## src/rtl/ttl74x461_seq_if.sv

```systemverilog
// ----------------------------------------------------------------------------
// ttl74x461_seq_if : command handshake and counter-control bundle for ttl74x461_seq
// Revision: 1.0
// ----------------------------------------------------------------------------
`default_nettype none

interface ttl74x461_seq_if #(
    parameter int WIDTH = 8
);
    logic             cmd_valid;
    logic             cmd_ready;
    logic [1:0]       cmd_op;
    logic [WIDTH-1:0] cmd_data;
    logic             cnt_CO_n;
    logic [1:0]       cnt_m;
    logic             cnt_CI_n;
    logic [WIDTH-1:0] cnt_D;
    logic             busy;
    logic             done;

    modport master (
        output cmd_valid, cmd_op, cmd_data, cnt_CO_n,
        input  cmd_ready, cnt_m, cnt_CI_n, cnt_D, busy, done
    );

    modport slave (
        input  cmd_valid, cmd_op, cmd_data, cnt_CO_n,
        output cmd_ready, cnt_m, cnt_CI_n, cnt_D, busy, done
    );
endinterface

`default_nettype wire

```

## src/rtl/ttl74x461_seq.sv

```systemverilog
// ----------------------------------------------------------------------------
// ttl74x461_seq : one-shot / periodic sequencer driving a 74x461-style counter.
// Optional count-enable prescaler: define TTL74X461_SEQ_PRESCALE_EN.
// Revision: 1.0
// ----------------------------------------------------------------------------
`default_nettype none

module ttl74x461_seq #(
    parameter int WIDTH    = 8,
    parameter int PRESCALE = 3
) (
    input  logic             clk,
    input  logic             CLR_n,
    ttl74x461_seq_if.slave   bus
);
    typedef enum logic [1:0] {
        S_IDLE  = 2'd0,
        S_CLEAR = 2'd1,
        S_LOAD  = 2'd2,
        S_RUN   = 2'd3
    } state_t;

    localparam logic [1:0] c_op_clear = 2'b00;
    localparam logic [1:0] c_op_abort = 2'b11;
    localparam logic [1:0] c_op_per   = 2'b10;

    localparam logic [1:0] c_m_clear = 2'b00;
    localparam logic [1:0] c_m_hold  = 2'b01;
    localparam logic [1:0] c_m_load  = 2'b10;
    localparam logic [1:0] c_m_count = 2'b11;

    state_t           r_state;
    state_t           w_next;
    state_t           w_cmd_next;
    logic [WIDTH-1:0] r_reload;
    logic             r_periodic;
    logic             r_done;
    logic             w_ready;
    logic             w_accept;
    logic             w_tick;
    logic             w_expire;
    logic             w_is_load_op;
    logic [1:0]       w_m;
    logic             w_ci_n;

    assign w_ready      = (r_state == S_IDLE) || (r_state == S_RUN);
    assign w_accept     = bus.cmd_valid && w_ready;
    assign w_is_load_op = bus.cmd_op[1] ^ bus.cmd_op[0];
    // A command accepted in the expiry cycle takes priority over the expiry.
    assign w_expire     = (r_state == S_RUN) && !bus.cnt_CO_n && w_tick && !w_accept;

`ifdef TTL74X461_SEQ_PRESCALE_EN
    localparam logic [7:0] c_prescale = 8'(PRESCALE);

    logic [7:0] r_pre;

    assign w_tick = (r_pre == c_prescale);

    always_ff @(posedge clk or negedge CLR_n) begin
        if (!CLR_n) begin
            r_pre <= 8'd0;
        end else if (r_state == S_LOAD) begin
            r_pre <= 8'd0;
        end else if (r_state == S_RUN) begin
            r_pre <= w_tick ? 8'd0 : r_pre + 8'd1;
        end
    end
`else
    logic w_unused_prescale;

    assign w_tick            = 1'b1;
    assign w_unused_prescale = ^PRESCALE;
`endif

    always_comb begin
        w_cmd_next = S_LOAD;
        w_next     = r_state;
        w_m        = c_m_hold;
        w_ci_n     = 1'b1;

        case (bus.cmd_op)
            c_op_clear: w_cmd_next = S_CLEAR;
            c_op_abort: w_cmd_next = S_IDLE;
            default:    w_cmd_next = S_LOAD;
        endcase

        case (r_state)
            S_IDLE: begin
                if (w_accept) begin
                    w_next = w_cmd_next;
                end
            end
            S_CLEAR: begin
                w_m    = c_m_clear;
                w_next = S_IDLE;
            end
            S_LOAD: begin
                w_m    = c_m_load;
                w_next = S_RUN;
            end
            S_RUN: begin
                w_m    = c_m_count;
                w_ci_n = ~w_tick;
                if (w_accept) begin
                    w_next = w_cmd_next;
                end else if (w_expire) begin
                    // Periodic reload is combinational from carry so the period stays exact.
                    if (r_periodic) begin
                        w_m = c_m_load;
                    end else begin
                        w_m    = c_m_hold;
                        w_next = S_IDLE;
                    end
                end
            end
            default: begin
                w_next = S_IDLE;
            end
        endcase
    end

    always_ff @(posedge clk or negedge CLR_n) begin
        if (!CLR_n) begin
            r_state <= S_IDLE;
        end else begin
            r_state <= w_next;
        end
    end

    always_ff @(posedge clk or negedge CLR_n) begin
        if (!CLR_n) begin
            r_reload   <= '0;
            r_periodic <= 1'b0;
            r_done     <= 1'b0;
        end else begin
            r_done <= w_expire;
            if (w_accept && w_is_load_op) begin
                r_reload   <= bus.cmd_data;
                r_periodic <= (bus.cmd_op == c_op_per);
            end
        end
    end

    assign bus.cmd_ready = w_ready;
    assign bus.cnt_m     = w_m;
    assign bus.cnt_CI_n  = w_ci_n;
    assign bus.cnt_D     = r_reload;
    assign bus.busy      = (r_state == S_LOAD) || (r_state == S_RUN);
    assign bus.done      = r_done;

endmodule

`default_nettype wire

```

## src/flat_wrapper.sv

```systemverilog
// flat-port wrapper written by rule: the top's interface ports become plain ports
module ttl74x461_seq_flat 
#(
    parameter int WIDTH    = 8,
    parameter int PRESCALE = 3
)
  (clk, CLR_n, bus_cmd_valid, bus_cmd_op, bus_cmd_data, bus_cnt_CO_n, bus_cmd_ready, bus_cnt_m, bus_cnt_CI_n, bus_cnt_D, bus_busy, bus_done);
  ttl74x461_seq_if #(.WIDTH(WIDTH)) bus_i ();
  input  logic clk;
  input  logic CLR_n;
  input wire logic [$bits(bus_i.cmd_valid)-1:0] bus_cmd_valid;
  input wire logic [$bits(bus_i.cmd_op)-1:0] bus_cmd_op;
  input wire logic [$bits(bus_i.cmd_data)-1:0] bus_cmd_data;
  input wire logic [$bits(bus_i.cnt_CO_n)-1:0] bus_cnt_CO_n;
  output wire logic [$bits(bus_i.cmd_ready)-1:0] bus_cmd_ready;
  output wire logic [$bits(bus_i.cnt_m)-1:0] bus_cnt_m;
  output wire logic [$bits(bus_i.cnt_CI_n)-1:0] bus_cnt_CI_n;
  output wire logic [$bits(bus_i.cnt_D)-1:0] bus_cnt_D;
  output wire logic [$bits(bus_i.busy)-1:0] bus_busy;
  output wire logic [$bits(bus_i.done)-1:0] bus_done;
  assign bus_i.cmd_valid = bus_cmd_valid;
  assign bus_i.cmd_op = bus_cmd_op;
  assign bus_i.cmd_data = bus_cmd_data;
  assign bus_i.cnt_CO_n = bus_cnt_CO_n;
  assign bus_cmd_ready = bus_i.cmd_ready;
  assign bus_cnt_m = bus_i.cnt_m;
  assign bus_cnt_CI_n = bus_i.cnt_CI_n;
  assign bus_cnt_D = bus_i.cnt_D;
  assign bus_busy = bus_i.busy;
  assign bus_done = bus_i.done;
  ttl74x461_seq #(.WIDTH(WIDTH), .PRESCALE(PRESCALE)) u_core (.clk(clk), .CLR_n(CLR_n), .bus(bus_i));
endmodule
```

## config.mk

```make
export PLATFORM = sky130hd
export DESIGN_NAME = ttl74x461_seq_flat
export DESIGN_NICKNAME = d
export VERILOG_FILES = /design/src/rtl/ttl74x461_seq_if.sv /design/src/rtl/ttl74x461_seq.sv /design/src/flat_wrapper.sv
export SDC_FILE = /design/constraint.sdc
export NUM_CORES = 1
export LEC_CHECK = 0
export CAP_MARGIN = 0
export CORE_MARGIN = 4
export CORE_UTILIZATION = 41
export DETAILED_ROUTE_END_ITERATION = 10
export GPL_TIMING_DRIVEN = 0
export PLACE_DENSITY = 0.83
export SKIP_CTS_REPAIR_TIMING = 1
export SLEW_MARGIN = 20
export SYNTH_ARGS = -nofsm -noshare
export SYNTH_HDL_FRONTEND = slang
export SYNTH_SLANG_ARGS = --single-unit
```

## constraint.sdc

```tcl
create_clock -name clk -period 2.1 [get_ports clk]
set_input_delay 0.42 -clock clk [delete_from_list [all_inputs] [get_ports clk]]
set_output_delay 0.42 -clock clk [all_outputs]
set_load 0.02 [all_outputs]
```

# Word-level counts from Yosys, hierarchy flattened
# Cells that the tools add are included.
# classes
n_eq_ne	8
n_mux	11
n_bitwise	1
n_reduce_logical	11
# ops
operator	count
2-bit 2-to-1 mux	7
2-bit equality test, second input constant	4
2-bit case mux with 4 select lines	1
2-bit case mux with 3 select lines	1
1-bit logical AND	4
2-bit zero test	2
2-bit case mux with 2 select lines	1
3-bit by 1-bit inequality test with 1-bit output, second input constant	1
3-bit inequality test, second input constant	1
3-bit AND reduction	1
2-bit by 1-bit equality test with 1-bit output, second input constant	1
1-bit zero test	2
1-bit logical OR	2
2-bit by 1-bit inequality test with 1-bit output, second input constant	1
1-bit 2-to-1 mux	1
1-bit bitwise XOR	1
# totals
reg_bits	12
word_cells	35

# Depth between registers and ports, before layout
# depth
word_depth	8
mapped_depth	6
mapped_depth_nobuf	5

# Least setup slack after synthesis
# Ideal clock, no wire load.
# synth_timing
path_kind	reg-to-output
startpoint	register u_core.r_state[0]
endpoint	output port bus_cnt_m[1]
arrival_time_ps	1451
required_time_ps	1680
setup_slack_ps	229
path_stages_with_launch	6
path_buffers	0
cell_sequence	dfrtp_1 inv_1 ha_1 and2b_2 o311ai_1 o21ai_0
# synth_via
elab_chain_len	8
# synth_lines
item	line_no	source
from (decl)	ttl74x461_seq.sv:32	state_t r_state;
from (signal assigned)	ttl74x461_seq.sv:126	r_state <= w_next;
2-bit equality test or 2-bit zero test (tied branches)	ttl74x461_seq.sv:46, ttl74x461_seq.sv:50, ttl74x461_seq.sv:87	
1-bit logical OR	ttl74x461_seq.sv:46	assign w_ready = (r_state == S_IDLE) || (r_state == S_RUN);
1-bit logical AND	ttl74x461_seq.sv:47	assign w_accept = bus.cmd_valid && w_ready;
1-bit zero test	ttl74x461_seq.sv:50	assign w_expire = (r_state == S_RUN) && !bus.cnt_CO_n && w_tick && !w_accept;
1-bit logical AND	ttl74x461_seq.sv:50	
2-bit 2-to-1 mux	ttl74x461_seq.sv:106	end else if (w_expire) begin
2-bit 2-to-1 mux	ttl74x461_seq.sv:104	if (w_accept) begin
2-bit case mux with 3 select lines (*)	ttl74x461_seq.sv:87	case (r_state)
to (decl)	flat_wrapper.sv:16	output wire logic [$bits(bus_i.cnt_m)-1:0] bus_cnt_m;
# Every way passes the cells marked *; elsewhere a longest branch is shown, timed or not.

# Worst setup path in the final report
# layout_timing
startpoint	register u_core.r_state[1]
endpoint	output port bus_cnt_m[1]
# Same word-level chain as after synthesis.

==> impl.org <==
** Synth
- For this run, the number of Yosys warnings is 0.
- Synthesis produced a netlist with a net count of 71.
- Number of distinct standard cells referenced by the synthesized netlist :: 19
- In this run, synthesis produced a sequential element count of 12.
- Proportion of synthesized chip area in sequential cells :: 0.4255
- In the post-synthesis netlist, the biggest area contributors are dfrtp_1 43%, mux2_4 21%, ha_1 11%.
- The share of synthesized area in the top cell type comes to 0.4255.
- Counting every instance in the synthesized netlist gives 51.
- dfrtp_1 takes more of the synthesized area than any other cell.
- Synthesized area divided by synthesized cell count :: 13.84 um2
- Total standard cell area after synthesis :: 705.7 um2

** Placement
- Post-placement setup slack :: -0.3688 ns
- Detailed placement finished with a half-perimeter wire length of 1051 um.
- Port buffer count :: 27
- Routability congestion estimate from global placement :: 0.7916

** Detailed routing
- Number of design rule violations left after detail routing :: 0
- The first detailed-routing pass took 4 iterations.
- For this block, the initial DRC count from the detailed router was 3.
- Total Routed Length :: 1351 um
- Antenna Nets Post-Route :: 0
- Per-cell via count in the routed design :: 5.070
- After detailed routing, the average wire length per cell comes to 13.51 um.
- Detailed routing inserted a total of 507 vias.

** Floorplanning
- In this run the standard cell core region covers 1559 um2.
- Vert. Die Dim :: 49.49 um
- Die span in x :: 49.49 um
- In this run the core area contains 14 standard-cell rows.
- For this configuration, the core starts out at a cell density of 0.4526.
- Die area :: 2449 um2
- Number of top-level pins :: 28

** Worst setup path
- The worst setup path is launched from a register.
- STA puts the critical path data arrival time at 1.79 ns.
- In this run the critical register-to-register path is launched from u_core.r_state[0].
- STA classifies the critical path endpoint as an output port.
- The setup path with the least slack is of type reg -> out.
- The most critical setup path has its startpoint at u_core.r_state[1].
- Along the worst path, the maximum fanout reaches 4.
- For the worst setup path, the data required time is 1.68 ns.

** Clock network
- CTS built an H-tree with a depth of 1.
- TritonCTS built the clock tree.
- Clk slew on worst S/H paths :: 0.07 ns
- CTS sink cnt :: 12
- At the later pin of the worst-skew pair, clock insertion delay measures 0.26 ns.
- Cell at the root of the clock tree :: clkbuf_4
- Counting along the longest clock path gives a buffer depth of 2.
- TritonCTS created 3 clock buffers.

** Global routing
- The number of global-route vias before repair came to 489.
- Global-route usage over all layers :: 0.1193
- Routing usage on met3 :: 0.03614
- The first global-routing pass estimated 2263 um of wire.
- Most utilized layer in the global route result :: met1
- Largest net degree at the start of global routing :: 13
- Global-route met1 utilization :: 0.1682
- Met2 track demand over resource in global routing :: 0.1674
- The initial antenna violation count is 0.
- For this run the aggregate overflow at the end of global routing stands at 0.

** Final layout
- In the final design database the tool counted 105 nets.
- In the final layout, the share of cells above drive strength 1 is 0.3333.
- 0 antenna diodes ended up in the layout.
- The multi-input combinational cells in the finished layout cover a total of 375.4 um2.
- Area growth from synthesis to final layout :: 49.82%
- Layout filler cell count :: 129
- Summing all flip-flop and latch instances after layout gives 300.3 um2.

** Timing
- Max-slew violations :: 0
- Share of the clock period used by the worst path :: 1.053
- Final hold violation count :: 0
- For the finished layout, the period the worst path requires is 2.212 ns.
- Slew of the pin with the lowest slew margin :: 0.5055 ns
- Setup violations remaining at the end of the flow were counted as 1.
- Across all setup checks in the final design, the least slack found is -0.1121 ns.
- Max Clk Rate :: 452.1 MHz
- In this run the tightest slew margin relative to its limit is 0.6620.
- Setup repair after global routing could not meet its margin everywhere.
- Hold timing on the final database bottoms out at a slack of 0.4934 ns.
- Clock skew on the completed layout was measured at 0.002278 ns.

** Run
- Maximum Capacitance Violations :: 0

** Pwr
- Power per Cell Area :: 1549 nW/um2
- IR analysis of the VDD net gives a maximum drop of 0.0009947 V.
- Leakage dissipation :: 0.0005420 uW

** Status
- The run finished, with violations left.
- The final reports fail on setup timing.

** Min path
- Type of the tightest min-delay check :: in -> async
-- path summary, 6_finish.rpt --
check | slack, ns | to | depth (start not counted)
max reg2reg | 0.53 | u_core.r_state[1] | 5
min in group clk | 0.51 | u_core.bus.cnt_D[0] | 1
max | -0.11 | bus_cnt_m[1] | 6
max in group asynchronous | 1.27 | u_core.bus.cnt_D[2] | 1
min reg2reg | 0.51 | u_core.bus.cnt_D[0] | 1
min | 0.49 | u_core.bus.cnt_D[7] | 1
-- report_power, final --
group	internal [uW]	switching (uW)
Combinational	594	463
Clock	105	67.9
Sequential	340	68.8
Total	1040	599
-- registers in the layout (all words and copies together) (netlist names) --
name,cells
u_core.bus.done,1
u_core.r_periodic,1
u_core.bus.cnt_D,8
u_core.r_state,2
-- synthesized netlist by cell type (all sizes together) --
| cell | n |
|---|---|
| dfrtp | 12 |
| mux2 | 11 |
| ha | 6 |
| inv | 6 |
| o21ai | 3 |
| mux2i | 2 |
| nand3b | 2 |
| a21o | 1 |
| a31oi | 1 |
| and2b | 1 |
| buf | 1 |
| nand2b | 1 |
| nor3 | 1 |
| o21a | 1 |
| o311ai | 1 |
| or2 | 1 |
-- area by class of cell --
cell class / count / area share
inverter: 6 / 0.02130
clock buffer: 4 / 0.03432
timing repair buffer: 29 / 0.2675
buffer: 1 / 0.01893
tap: 16 / 0.01893
multi-input combinational: 32 / 0.3550
sequential: 12 / 0.2840
-- cells by family (layout without fill, tap and decap cells) --
logic type | count (synthesis) | in the layout | share of synthesized area
AND/OR/NAND/NOR | 6 | 6 | 0.07625
flip-flops | 12 | 12 | 0.4255
adder cells (fa/ha/maj) | 6 | 6 | 0.1064
buffers and inverters | 7 | 40 | 0.06028
AO/OA/AOI/OAI | 7 | 7 | 0.07448
multiplexers | 13 | 13 | 0.2571
-- cell usage in the layout (no fill, tap or decap), types with 2 or more instances in the layout --
master	instances
clkdlybuf4s50_1	22
dfrtp_1	12
mux2_4	10
ha_1	5
inv_1	4
clkbuf_4	3
dlymetal6s2s_1	3
inv_2	2
mux2i_1	2
o21ai_2	2
buf_4	2
-- worst max-delay path, cell delays in order, from the launching register on --
cell and delay (ns):
dfrtp_1 0.42, inv_2 0.08, ha_4 0.28, and2b_2 0.23, o311ai_1 0.23, o21ai_1 0.11, buf_2 0.17
-- metal layers --
| metal | part of all wire | routed length [um] |
|---|---|---|
| met2 | 0.42 | 573 |
| met1 | 0.49 | 661 |
| met3 | 0.081 | 109 |
| met4 | 0.0044 | 6 |
| met5 | 0 | 0 |
-- per-stage QoR --
step                  util  cell area (um2)  power (uW)  TNS, ns  std cells
floorplan                -            705.7        1065        0         51
global placement    0.6388            996.0        1436  -0.5731         94
detailed placement  0.6388            996.0        1445  -0.5948         94
CTS                 0.6621             1032        1634   -1.371         98
global route        0.6782             1057        1757  -0.2406        100
finish              0.6782             1057        1638  -0.1121        100
Power figures use the tool's default switching activity.
